===== config.mk =====
export PLATFORM = sky130hd
export DESIGN_NAME = histo_readout
export DESIGN_NICKNAME = d
export VERILOG_FILES = /design/src/rtl/histo_readout_pkg.sv /design/src/rtl/histo_readout_byte_tx.sv /design/src/rtl/histo_readout.sv
export SDC_FILE = /design/constraint.sdc
export NUM_CORES = 1
export LEC_CHECK = 0
export BUFFER_PORTS_ARGS = -buffer_cell sky130_fd_sc_hd__buf_2
export CAP_MARGIN = 20
export CORE_MARGIN = 2
export CORE_UTILIZATION = 50
export DETAILED_ROUTE_END_ITERATION = 12
export PLACE_DENSITY_LB_ADDON = 0.3
export SLEW_MARGIN = 10
export SYNTH_ARGS = -nofsm -noshare
export SYNTH_HDL_FRONTEND = slang
export SYNTH_HIERARCHICAL = 1
export SYNTH_SLANG_ARGS = --single-unit

===== constraint.sdc =====
create_clock -name clk -period 2.22 [get_ports clk]
set_input_delay 0.333 -clock clk [delete_from_list [all_inputs] [get_ports clk]]
set_output_delay 0.333 -clock clk [all_outputs]
set_load 0.01 [all_outputs]

===== src/rtl/histo_readout_pkg.sv =====
// histo_readout_pkg: shared states, header byte and frame-size helpers for the histogram readout
package histo_readout_pkg;

    typedef enum logic [3:0] {
        S_IDLE,
        S_HDR,
        S_SEL,
        S_CAP,
        S_CHB,
        S_DATA,
        S_CSUM,
        S_CLR,
        S_FIN
    } state_e;

    localparam logic [7:0] HDR = 8'hA5;

    localparam int DEF_NCHAN = 16;
    localparam int DEF_NHIST = 8;
    localparam int DEF_WORDW = 32;

    localparam int BYTES_PER_CH = DEF_NHIST * DEF_WORDW / 8;

    // header + per channel (channel byte + payload) + checksum
    function automatic int frame_len(input int nchan, input int bpc);
        return nchan * (bpc + 1) + 2;
    endfunction

endpackage


===== src/rtl/histo_readout_byte_tx.sv =====
// histo_byte_tx: one-entry valid/ready holding register for the outgoing byte stream
module histo_byte_tx (
    input  logic       clk,
    input  logic       nrst,
    input  logic       load_i,
    input  logic [7:0] data_i,
    input  logic       tx_ready_i,
    output logic [7:0] tx_data_o,
    output logic       tx_valid_o,
    output logic       acc_o
);

    logic [7:0] data_q;
    logic       valid_q;

    assign tx_data_o  = data_q;
    assign tx_valid_o = valid_q;
    assign acc_o      = valid_q & tx_ready_i;

    // a load may coincide with acceptance so back-to-back bytes keep valid high
    always_ff @(posedge clk or negedge nrst) begin
        if (!nrst) begin
            data_q  <= 8'h00;
            valid_q <= 1'b0;
        end else if (load_i) begin
            data_q  <= data_i;
            valid_q <= 1'b1;
        end else if (acc_o) begin
            valid_q <= 1'b0;
        end
    end

endmodule


===== src/rtl/histo_readout.sv =====
// histo_readout: sweeps histogram channels, snapshots their words and streams a checksummed byte frame
module histo_readout
    import histo_readout_pkg::*;
#(
    parameter int         NCHAN     = DEF_NCHAN,
    parameter int         NHIST     = DEF_NHIST,
    parameter int         WORDW     = DEF_WORDW,
    parameter int         SETTLE    = 3,
    parameter int         CLRCYCLES = 4,
    parameter logic [7:0] HDR_BYTE  = HDR
) (
    input  logic                   clk,
    input  logic                   nrst,
    input  logic                   start,
    input  logic                   clear_after,
    output logic [7:0]             histostosend,
    input  logic [NHIST*WORDW-1:0] histosin,
    output logic                   resethist,
    output logic [7:0]             tx_data,
    output logic                   tx_valid,
    input  logic                   tx_ready,
    output logic                   busy,
    output logic                   done
);

    localparam int TOT = NHIST * WORDW;
    localparam int BPC = TOT / 8;
    localparam int CW  = 16;

    localparam logic [CW-1:0] SET_LAST  = CW'(SETTLE - 1);
    localparam logic [CW-1:0] CLR_LAST  = CW'(CLRCYCLES - 1);
    localparam logic [CW-1:0] BYTE_LAST = CW'(BPC - 1);
    localparam logic [7:0]    CH_LAST   = 8'(NCHAN - 1);

    state_e          state_q, state_d;
    logic [7:0]      sel_q, sel_d;
    logic [7:0]      csum_q, csum_d;
    logic [CW-1:0]   cnt_q, cnt_d;
    logic            clr_q, clr_d;
    logic            loaded_q, loaded_d;
    logic            rdy_q;
    logic [TOT-1:0]  snap_q, snap_d, cap_w;
    logic            load;
    logic [7:0]      ld_data;
    logic            acc;

    assign histostosend = sel_q;
    assign resethist    = (state_q == S_CLR);
    assign done         = (state_q == S_FIN);
    assign busy         = (state_q != S_IDLE) && (state_q != S_FIN);

    histo_byte_tx u_tx (
        .clk        (clk),
        .nrst       (nrst),
        .load_i     (load),
        .data_i     (ld_data),
        .tx_ready_i (tx_ready),
        .tx_data_o  (tx_data),
        .tx_valid_o (tx_valid),
        .acc_o      (acc)
    );

    // reorder words so the first byte to send sits at the top of the snapshot
    always_comb begin
        cap_w = '0;
        for (int k = 0; k < NHIST; k++)
            cap_w[TOT-1-k*WORDW -: WORDW] = histosin[k*WORDW +: WORDW];
    end

    // state and datapath registers; rdy_q keeps a start coinciding with reset release from being taken
    always_ff @(posedge clk or negedge nrst) begin
        if (!nrst) begin
            state_q  <= S_IDLE;
            sel_q    <= 8'h00;
            csum_q   <= 8'h00;
            cnt_q    <= '0;
            clr_q    <= 1'b0;
            loaded_q <= 1'b0;
            rdy_q    <= 1'b0;
            snap_q   <= '0;
        end else begin
            state_q  <= state_d;
            sel_q    <= sel_d;
            csum_q   <= csum_d;
            cnt_q    <= cnt_d;
            clr_q    <= clr_d;
            loaded_q <= loaded_d;
            rdy_q    <= 1'b1;
            snap_q   <= snap_d;
        end
    end

    // next-state logic; loaded_q marks that the current state's byte is already in the tx register
    always_comb begin
        state_d  = state_q;
        sel_d    = sel_q;
        csum_d   = csum_q;
        cnt_d    = cnt_q;
        clr_d    = clr_q;
        loaded_d = loaded_q;
        snap_d   = snap_q;
        load     = 1'b0;
        ld_data  = 8'h00;
        case (state_q)
            S_IDLE: begin
                sel_d = 8'h00;
                if (start && rdy_q) begin
                    clr_d    = clear_after;
                    csum_d   = 8'h00;
                    loaded_d = 1'b0;
                    state_d  = S_HDR;
                end
            end
            S_HDR: begin
                if (!loaded_q) begin
                    load     = 1'b1;
                    ld_data  = HDR_BYTE;
                    loaded_d = 1'b1;
                end else if (acc) begin
                    loaded_d = 1'b0;
                    sel_d    = 8'h00;
                    cnt_d    = '0;
                    state_d  = S_SEL;
                end
            end
            S_SEL: begin
                cnt_d = cnt_q + CW'(1);
                if (cnt_q == SET_LAST) begin
                    cnt_d   = '0;
                    state_d = S_CAP;
                end
            end
            S_CAP: begin
                snap_d  = cap_w;
                state_d = S_CHB;
            end
            S_CHB: begin
                if (!loaded_q) begin
                    load     = 1'b1;
                    ld_data  = sel_q;
                    loaded_d = 1'b1;
                end else if (acc) begin
                    csum_d  = csum_q + tx_data;
                    load    = 1'b1;
                    ld_data = snap_q[TOT-1 -: 8];
                    cnt_d   = '0;
                    state_d = S_DATA;
                end
            end
            S_DATA: begin
                if (acc) begin
                    csum_d = csum_q + tx_data;
                    snap_d = snap_q << 8;
                    if (cnt_q == BYTE_LAST) begin
                        loaded_d = 1'b0;
                        cnt_d    = '0;
                        state_d  = (sel_q == CH_LAST) ? S_CSUM : S_SEL;
                        sel_d    = (sel_q == CH_LAST) ? sel_q : sel_q + 8'd1;
                    end else begin
                        cnt_d   = cnt_q + CW'(1);
                        load    = 1'b1;
                        ld_data = snap_q[TOT-9 -: 8];
                    end
                end
            end
            S_CSUM: begin
                if (!loaded_q) begin
                    load     = 1'b1;
                    ld_data  = csum_q;
                    loaded_d = 1'b1;
                end else if (acc) begin
                    loaded_d = 1'b0;
                    cnt_d    = '0;
                    state_d  = clr_q ? S_CLR : S_FIN;
                end
            end
            S_CLR: begin
                cnt_d = cnt_q + CW'(1);
                if (cnt_q == CLR_LAST) begin
                    cnt_d   = '0;
                    state_d = S_FIN;
                end
            end
            S_FIN: begin
                sel_d   = 8'h00;
                state_d = S_IDLE;
            end
            default: state_d = S_IDLE;
        endcase
    end

endmodule

-- Word level (Yosys, flattened, before mapping)
Cells that the tools add are included.
- add/subtract/negate cells: 3
- equal/unequal tests: 27
- multiplexer cells: 54
- bitwise gates (word level): 1
- reduce and logical (&&, ||, !) cells: 20
- operator list (operator ; count):
    256-bit one-hot mux with 2 select lines ; 1
    256-bit two-way mux ; 1
    8-bit two-way mux ; 14
    16-bit two-way mux ; 6
    16-bit one-hot mux with 4 select lines ; 1
    4-bit two-way mux ; 12
    8-bit one-hot mux with 3 select lines ; 2
    16-bit by 2-bit == test with 1-bit output (second input constant) ; 2
    4-bit one-hot mux with 8 select lines ; 1
    8-bit one-hot mux with 4 select lines ; 1
    2-bit != test (second input constant) ; 11
    16-bit by 1-bit adder with 16-bit output (second input constant) ; 1
    16-bit by 5-bit == test with 1-bit output (second input constant) ; 1
    4-bit by 3-bit == test with 1-bit output (second input constant) ; 4
    1-bit two-way mux ; 12
    4-bit nonzero test ; 3
    11-bit AND reduction ; 1
    8-bit by 1-bit adder with 8-bit output (second input constant) ; 1
    8-bit adder ; 1
    4-bit by 2-bit == test with 1-bit output (second input constant) ; 2
    8-bit by 4-bit == test with 1-bit output (second input constant) ; 1
    4-bit AND reduction ; 2
    2-bit by 1-bit != test with 1-bit output (second input constant) ; 3
    6-bit AND reduction ; 1
    15 further kinds ; 20
- bits in registers: 304
- word-level logic and storage cells: 115

-- Depth between registers and ports, before layout
- word-level depth: 5
- gate-level depth with buffers: 9

-- Hierarchy
Netlist, hierarchy kept.
- modules (own cells, without submodules) (module ; times used ; cells an instance ; area an instance (µm²) ; sequential area each (µm²)):
    histo_readout ; 1 ; 1416 ; 14391.3 ; 7382.1
    histo_byte_tx ; 1 ; 21 ; 375.4 ; 225.2

-- Worst setup path before layout
No wires, ideal clock.
- path kind: flip-flop to flip-flop
- start: register state_q[3]
- end: register u_tx.data_q[0] (netlist: u_tx/tx_data_o[0])
- setup time: 125 ps
- arrival: 1835 ps
- required time: 2095 ps
- slack: 260 ps
- cell stages (with the launch flop): 8
- period minus slack after synthesis: 1960 ps
- path through: dfrtp_1 > nand2b_4 > nor2_4 > o21ai_2 > nor2_1 > a21o_1 > buf_6 > mux2_4
- word-level cells in the longest chain between the ends: 3
- RTL lines (what ; RTL line ; text):
    start, declared ; histo_readout.sv:35 ; state_e state_q, state_d;
    start signal, assigned ; histo_readout.sv:82 ; state_q <= state_d;
    4-bit by 3-bit == test with 1-bit output / 4-bit by 1-bit == test with 1-bit output (equally long branches) ; histo_readout.sv:104 ; case (state_q)
    2-bit OR reduction (no source line) ; n/a ;
    1-bit one-hot mux with 3 select lines * ; histo_readout.sv:104 ;
    named net load ; histo_readout.sv:43 ; logic load;
    end signal, assigned ; histo_readout_byte_tx.sv:26 ; data_q <= data_i;
    end, declared ; histo_readout_byte_tx.sv:13 ; logic [7:0] data_q;
Mark *: on every way through the listed nets, which the timed path passes. The rest lies on a longest branch.
A chain may end at the register's enable or synchronous reset.

-- Final worst setup path
- start: register state_q[1]
- end: output done
- word-level cells in the longest chain between the ends: 1
- RTL lines (what ; RTL line ; text):
    4-bit == test ; histo_readout.sv:49 ; assign done = (state_q == S_FIN);
    end, declared ; histo_readout.sv:23 ; output logic done
No other way between the ends.

==> impl_metrics.ini <==
[run_status]
status = completed

[routing]
wl_microns = 37760
vias = 11529
drt-initial-drc-count = 706
routedWlPerCell_microns = 17.63
drc = 0
vias_per_cell = 5.385
dr.pass1.iters = 5
ant_nets = 0

[layout]
final_area_sq_mm = 0.01815
drive_above_1_share_pct = 24.51
multi_input_area_sq_mm = 0.006655
fill_cells = 2411
finalCoreUtilization_pct = 62.90
nets = 1992
area.sequential_sq_mm = 0.007610
syn_to_final_growth_pct = 22.93

[grt]
grt_max_degree = 71
grt_use_total_pct = 24.61
antenna_found_initial = 14
use_met1_pct = 31.81
overflow = 0
grt_pass1_wl_microns = 60560
grtUsageMet3_pct = 5.130
grtUsageMet2_pct = 40.90
grt.busiest_layer = met2
grt_pass1_vias = 11691

[cts]
cts.sinks = 304
cts-root-buf = clkbuf_16
h-tree-depth = 2
clk_pin_slew_ps = 60
cts_tree = yes
clock_latency_ps = 520
clockBufferDepth = 3
cts_buffers = 34
post_cts_buffers = 0

[die]
num_rows = 62
die_x_microns = 175.9
die_area_sq_mm = 0.03092
die_y_microns = 175.9
fp.coreArea_sq_mm = 0.02886
initial_core_util_pct = 51.17
io_pins = 281

[placed_design]
dpl_cell_area_sq_mm = 0.01696
hpwlAfterDp_microns = 27380
numPortBuffers = 280
gp_congestion = 0.8647

[yosys]
synth_cells = 1437
synth-seq-cells = 304
synth_flop_cell = dfrtp_1
yosysUniqueCellTypes = 69
syn_avg_cell_area_sq_um = 10.28
syn_nets = 1709
yosys_warnings = 6
seq_area_frac_synth_pct = 51.52
async_flop_share_pct = 100.0
synth_edf_count = 0
syn_area_sq_mm = 0.01477

[power_and_ir_drop]
power_leakage_nw = 8.227
pwr_density_cell_mw_per_mm2 = 1293
ir_worst_vdd_uv = 763.8
totalPowerFinal_mw = 23.47

[sta]
rsz0062_at_grt = yes
max-slew-margin-rel_pct = 41.54
report.final.hold_viol_count = 0
clock_skew_ps = 20.78
final.period_utilization_pct = 98.53
fin_hold_ws_ps = 39.35
period_minus_slack_ps = 2187
fmax_mhz = 457.2
worst_pin_slew_ps = 870.2
drv_slew = 0
final-setup-viol-count = 0
tns_ps = 0

[worst_hold_path]
hold_path.class = input port to flop
hold_depth = 2

[setup_path]
cp.required_ps = 1890
slowest_stage = dfrtp_2
cp_cell_sequence = buf_12 > or3_1 > nor2_1 > buf_2
worstPathArrival_ps = 1850
rr_worst_depth = 6
worstSetupStartpointType = flop
critPathKind = flop to output port
worstPathMaxFanout = 18
cp-end-kind = output port
critPathMaxStageDelay_ps = 440

[job]
drv_cap = 0
per-stage QoR:
stage / instances / worst slack [ps]
final: 2141 / 32.58
after global routing: 2138 / -43.90
after CTS: 2130 / 22.50
after detailed placement: 2067 / 97.46
after global placement: 2067 / 123.0
after floorplan: 1437 / 260.0
cell families after synthesis:
group | count (synthesis) | synth area share, %
AO/OA/AOI/OAI | 344 | 13.28
XOR/XNOR | 15 | 0.8897
adder cells (fa/ha/maj) | 11 | 0.9829
buffers and inverters | 105 | 3.525
flip-flops | 304 | 51.52
multiplexers | 259 | 17.85
other | 1 | 0.02540
AND/OR/NAND/NOR | 398 | 11.93
cell type report:
cell class	instances	area share [%]
Multi-Input combinational cell	1028	36.66
Tap cell	384	2.647
Timing Repair Buffer	343	12.19
Inverter	9	0.1861
Sequential cell	304	41.92
Clock buffer	55	5.790
Clock inverter	7	0.4549
Antenna cell	11	0.1516
worst max-delay path, delay by kind of cell, from the launching register on:
family / cells / cell delay (ps)
DFF: 1 / 440
and+or+nand+nor: 2 / 580
buffers and inverters: 2 / 320
repair_timing:
item,in CTS,in global routing
hold buffers,1,0
setup endpoints to repair,0,3
hold endpoints to repair,59,0
resized for setup,0,6
per-layer routing:
metal,vias up,share of wire (%)
met5,-,0.14
met4,8,3.1
met3,84,5.7
met2,320,49
li1,5626,-
met1,5491,42
report_power, final:
part	leakage (nW)	internal, mW	switching [mW]
combinational	3.84	3.56	4.68
clock	0.559	3.37	2.26
sequential	3.83	7.99	1.61
synthesized netlist by cell type, types with 5 or more instances:
cell type | number | share of area, %
buf_2 | 59 | 2.0
dfrtp_1 | 304 | 52
and3_1 | 8 | 0.34
nor2_1 | 30 | 0.76
nand2b_1 | 6 | 0.25
clkbuf_1 | 27 | 0.69
buf_6 | 5 | 0.38
ha_1 | 10 | 0.85
o21ai_1 | 40 | 1.4
nor3_1 | 7 | 0.24
a22o_1 | 15 | 0.89
mux2i_1 | 248 | 17
nand3_1 | 15 | 0.51
a21oi_1 | 16 | 0.54
mux2_4 | 8 | 0.81
xnor2_1 | 12 | 0.71
inv_1 | 9 | 0.23
o21ai_0 | 229 | 7.8
nand4_1 | 7 | 0.30
nand2_1 | 291 | 7.4
placed cells by master, fill, tap and decap left out, types with 11 or more instances in the layout:
master	n
dfrtp_1	302
nand2_1	291
buf_2	279
mux2i_1	248
o21ai_0	229
o21ai_1	40
buf_4	36
clkbuf_16	35
nor2_1	30
buf_12	26
a21oi_1	16
nand3_1	15
a22o_1	15
xnor2_1	12
diode_2	11
flip-flops by register name (all words and copies together), names as in the netlist:
name / count
rdy_q: 1
cnt_q: 16
u_tx/tx_data_o: 8
clr_q: 1
loaded_q: 1
state_q: 4
csum_q: 8
snap_q: 256
u_tx/tx_valid_o: 1
histostosend: 8
worst paths after layout:
path / startpoint / end / slack [ps]
worst max-delay path: state_q[1] / done / 30
worst min-delay path: histosin[231] / snap_q[7] / 40
worst max register to register: cnt_q[5] / state_q[0] / 120
worst min register to register: snap_q[144] / snap_q[144] / 480
max in group asynchronous: nrst / snap_q[49] / 1100
min in group asynchronous: nrst / snap_q[208] / 420
(Power assumes the default switching activity.)
